[src/rtl/fibonacci_engine.sv]
// fibonacci_engine: Fibonacci term generator with loadable seeds, term count,
// optional pacing and a valid/ready output stream. Flags wrap-around of the
// running sum and toggles a status LED on every accepted term.
//
// Stream handshake: term_valid_out is high only in EMIT and does not depend
// on term_ready_in. A term is transferred on a rising clock edge where
// term_valid_out and term_ready_in are both high. While valid is high and
// ready is low, term_out and term_index_out hold steady.
module fibonacci_engine #(
  parameter int DATA_WIDTH   = 8,
  parameter int COUNT_WIDTH  = 8,
  parameter int PERIOD       = 1600,
  parameter int PERIOD_WIDTH = 11
) (
  input  logic                   clock_in,
  input  logic                   reset_in,
  input  logic                   start_in,
  input  logic [DATA_WIDTH-1:0]  seed_a_in,
  input  logic [DATA_WIDTH-1:0]  seed_b_in,
  input  logic [COUNT_WIDTH-1:0] count_in,
  input  logic                   paced_in,
  input  logic                   term_ready_in,
  output logic                   term_valid_out,
  output logic [DATA_WIDTH-1:0]  term_out,
  output logic [COUNT_WIDTH-1:0] term_index_out,
  output logic                   busy_out,
  output logic                   done_out,
  output logic                   overflow_out,
  output logic                   led_out
);

  typedef enum logic [1:0] {
    S_IDLE = 2'd0,
    S_EMIT = 2'd1,
    S_WAIT = 2'd2,
    S_DONE = 2'd3
  } state_t;

  // WAIT lasts PERIOD-1 cycles, so handshakes are exactly PERIOD cycles apart.
  localparam logic [PERIOD_WIDTH-1:0] TMR_LOAD = PERIOD_WIDTH'(PERIOD - 2);

  state_t                  state_q;
  logic [DATA_WIDTH-1:0]   a_q;
  logic [DATA_WIDTH-1:0]   b_q;
  logic [COUNT_WIDTH-1:0]  rem_q;
  logic [COUNT_WIDTH-1:0]  idx_q;
  logic [PERIOD_WIDTH-1:0] tmr_q;
  logic                    mode_q;
  logic                    ovf_q;
  logic                    led_q;

  // Full-width sum keeps the carry-out for the wrap flag.
  logic [DATA_WIDTH:0] sum_d;
  logic                final_d;

  assign sum_d   = {1'b0, a_q} + {1'b0, b_q};
  assign final_d = (rem_q == COUNT_WIDTH'(1));

  // Single FSM: run control, datapath registers, wrap flag and LED.
  always_ff @(posedge clock_in) begin
    if (reset_in) begin
      state_q <= S_IDLE;
      a_q     <= '0;
      b_q     <= '0;
      rem_q   <= '0;
      idx_q   <= '0;
      tmr_q   <= '0;
      mode_q  <= 1'b0;
      ovf_q   <= 1'b0;
      led_q   <= 1'b0;
    end else begin
      case (state_q)
        S_IDLE: begin
          if (start_in) begin
            a_q     <= seed_a_in;
            b_q     <= seed_b_in;
            rem_q   <= count_in;
            idx_q   <= '0;
            mode_q  <= paced_in;
            ovf_q   <= 1'b0;
            state_q <= (count_in == '0) ? S_DONE : S_EMIT;
          end
        end
        S_EMIT: begin
          if (term_ready_in) begin
            a_q   <= b_q;
            b_q   <= sum_d[DATA_WIDTH-1:0];
            idx_q <= idx_q + COUNT_WIDTH'(1);
            rem_q <= rem_q - COUNT_WIDTH'(1);
            led_q <= ~led_q;
            if (final_d) begin
              // The sum after the last term is never emitted, so its carry is ignored.
              state_q <= S_DONE;
            end else begin
              ovf_q <= ovf_q | sum_d[DATA_WIDTH];
              if (mode_q) begin
                tmr_q   <= TMR_LOAD;
                state_q <= S_WAIT;
              end
            end
          end
        end
        S_WAIT: begin
          if (tmr_q == '0) begin
            state_q <= S_EMIT;
          end else begin
            tmr_q <= tmr_q - PERIOD_WIDTH'(1);
          end
        end
        S_DONE: begin
          state_q <= S_IDLE;
        end
        default: begin
          state_q <= S_IDLE;
        end
      endcase
    end
  end

  // Outputs decoded from state and registers only.
  assign term_valid_out = (state_q == S_EMIT);
  assign term_out       = a_q;
  assign term_index_out = idx_q;
  assign busy_out       = (state_q != S_IDLE);
  assign done_out       = (state_q == S_DONE);
  assign overflow_out   = ovf_q;
  assign led_out        = led_q;

endmodule

[config.mk]
export PLATFORM = sky130hd
export DESIGN_NAME = fibonacci_engine
export DESIGN_NICKNAME = d
export VERILOG_FILES = /design/src/rtl/fibonacci_engine.sv
export SDC_FILE = /design/constraint.sdc
export NUM_CORES = 1
export LEC_CHECK = 0
export CAP_MARGIN = 0
export CORE_MARGIN = 2
export CORE_UTILIZATION = 45
export CTS_CLUSTER_DIAMETER = 40
export DETAILED_ROUTE_END_ITERATION = 7
export PLACE_DENSITY_LB_ADDON = 0.25
export SETUP_SLACK_MARGIN = 0.05
export SYNTH_ARGS = -nofsm -noshare
export SYNTH_HDL_FRONTEND = slang
export SYNTH_SLANG_ARGS = --single-unit
[constraint.sdc]
create_clock -name clock_in -period 2.3 [get_ports clock_in]
set_input_delay 0.345 -clock clock_in [delete_from_list [all_inputs] [get_ports clock_in]]
set_output_delay 0.345 -clock clock_in [all_outputs]
set_load 0.01 [all_outputs]
==> reports/results.tsv <==
metric	value	unit
Syn Inst Count	345	
top cells by count, synth	nor2_1 (51), dfxtp_1 (48), nand2_1 (38)	
routed len/inst	13.6	µm
Syn Nets	387	
CTS tree	built	
Routed WL	6.36	mm
Layout Cells excl Fill	466	
largest net degree at the start of global routing	42	
Async S/R FF share, synth	0	
Synth Register Bits	48	
Synth top area share	0.348	
clk slew on worst S/H paths	0.09	ns
top-count cell post-synth	nor2_1	
Crit Path Class	reg2reg	
aggregate global routing overflow	0	
Port-buffer cells	49	
post-synthesis simple-gate area fraction	0.263	
Synth area leader	dfxtp_1	
combinational family with the most area after synthesis	simple AND/OR/NAND/NOR gates	
synthesized-area fraction occupied by adder cells	0.0616	
min-delay worst type	reg2reg	
fin. max-slew vios	0	
critical-path cell list	inv_1 > ha_1 > or4b_1 > nor4_4 > a22oi_1 > nor2_1 > a311oi_1	
die height	82.4	µm
Post-Synth XOR/XNOR Area	0.0285	
Antenna Cells	0	
final core utilization	0.574	
Worst-Skew Late Latency	0.30	ns
fin crit period	2.07	ns
Final Cycle Share	0.900	
Synth Area in Compound Gates	0.239	
Seq/Total Area, Yosys	0.348	
LEAKAGE	1.27	nW
post-CTS setup buffer count	0	
worst path bufs/invs	1	
Max Clock Freq	0.483	GHz
Worst EP required	2.46	ns
first-pass GRT wire length	10.4	mm
IR drop worst, VDD	386	µV
post_cts resized	0	
Primary FF master, synth	dfxtp_1	
Boundary Pins	50	
DP Cell Count	458	
Critical Path End Type	flip-flop	
initial antenna violation count	0	
share of layout cells above drive strength 1	0.0818	
Nets	432	
Synth cell types	55	
clock tree sinks	48	
Routed Antenna Nets	0	
H-tree depth	2	
Post-Syn Area per Cell	8.01	µm²
Max Cap Viol	0	
Synth-to-Final Area Change	23.0	%
row cnt	28	
number of flops mapped to enable cells by yosys	0	
Slew headroom	0.630	
Initial Util	0.467	
power per cell area	627	nW/µm²
die area	6780	µm²
First-pass DRT Iterations	4	
setup TNS	0	ns
RSZ-0062 raised after global routing	no	
synthesized cell area	2760	µm²
Slew @ Worst Pin	0.556	ns
initial DRC count	146	
RD Place Congestion	0.801	
Ys Warns	0	
total core area	5920	µm²
startpoint class of the critical path	flip-flop	
Max stage delay cell, worst path	or4b_1	
Die W	82.4	µm
DR vias	2580	
clk buf depth	2	
clock root buffer	clkbuf_8	
Fin. Hold Viols	0	
top cells by area, synth	dfxtp_1 (35%), nor2_1 (6.9%), ha_1 (5.4%)	
worst hold slack	0.476	ns
Critical Path AT	2.23	ns
CP top delay family	simple AND/OR/NAND/NOR gates	
Hold Buf Count CTS	0	
# DRC	0	
critical path peak fanout	6	
status	complete, no violations	
vias per inst	5.54	
worst clock skew	0.00482	ns
Total GRT Usage	0.196	
DP HPWL	4.76	mm
vias in the first global route	2358	
Num CTS Buffers	5	
Final Setup Violations	0	
post-synthesis mux area share	0	
Max stage delay on crit path	0.53	ns
[flip-flops by register name (all words and copies together), names as in the netlist]
name / flops
b_q: 8
term_out: 8
rem_q: 8
tmr_q: 11
state_q: 2
mode_q: 1
term_index_out: 8
overflow_out: 1
led_out: 1
[area by class of cell]
class	instances	area [µm²]
Fill cell	561	2520
Multi-Input combinational cell	266	1640
Inverter	10	37.5
Sequential cell	48	961
Tap cell	75	93.8
Clock buffer	8	90.1
Timing Repair Buffer	59	578
[routing by layer]
metal,track usage,share of wire
met5,0,0
met4,0.0600,0.0091
met3,0.0272,0.039
met2,0.335,0.48
met1,0.254,0.47
[report_power, final]
group | switching, W | total [W] | internal (W)
combinational | 0.000349 | 0.000655 | 0.000306
clock | 0.000271 | 0.000516 | 0.000246
sequential | 0.0000621 | 0.000961 | 0.000899
[layout by cell type, fill, tap and decap left out, types with 4 or more instances in the layout]
master,instances
clkbuf_8,6
nor3_1,15
or2_2,4
inv_1,10
a22oi_1,6
nor2_1,51
buf_4,9
nand2_1,38
xor2_1,5
or3_1,5
a211oi_1,14
a311oi_1,10
a21oi_1,20
ha_1,12
clkdlybuf4s50_1,49
o21ai_0,19
xnor2_1,4
nand2b_1,5
dfxtp_1,48
[final timing paths]
kind            start        to  slack, ns  depth (start not counted)
max          tmr_q[0]  tmr_q[1]       0.23                          7
min          rem_q[4]  rem_q[4]       0.48                          2
max reg2reg  tmr_q[0]  tmr_q[1]       0.23                          7
min reg2reg  rem_q[4]  rem_q[4]       0.48                          2
[worst register-to-register path, stage by stage (launching register included)]
cell	delay (ns)
dfxtp_1	0.35
inv_1	0.07
ha_1	0.15
or4b_1	0.53
nor4_4	0.33
a22oi_1	0.27
nor2_1	0.17
a311oi_1	0.06
[cell families after synthesis]
kind of cell / count (synthesis)
adders and majority gates: 13
buffers and inverters: 31
DFF: 48
xor gates and xnor gates: 9
AOI/OAI and AO/OA: 96
and+or+nand+nor: 148
[per-stage QoR]
| step | total power, W | area [µm²] | worst slack, ns |
|---|---|---|---|
| global placement | 0.00162 | 3310 | 0.254 |
| global route | 0.00227 | 3400 | 0.0709 |
| CTS | 0.00215 | 3400 | 0.238 |
| floorplan | 0.00142 | 2760 | 0.455 |
| finish | 0.00213 | 3400 | 0.229 |
| detailed placement | 0.00164 | 3310 | 0.166 |
(Power assumes the default switching activity.)
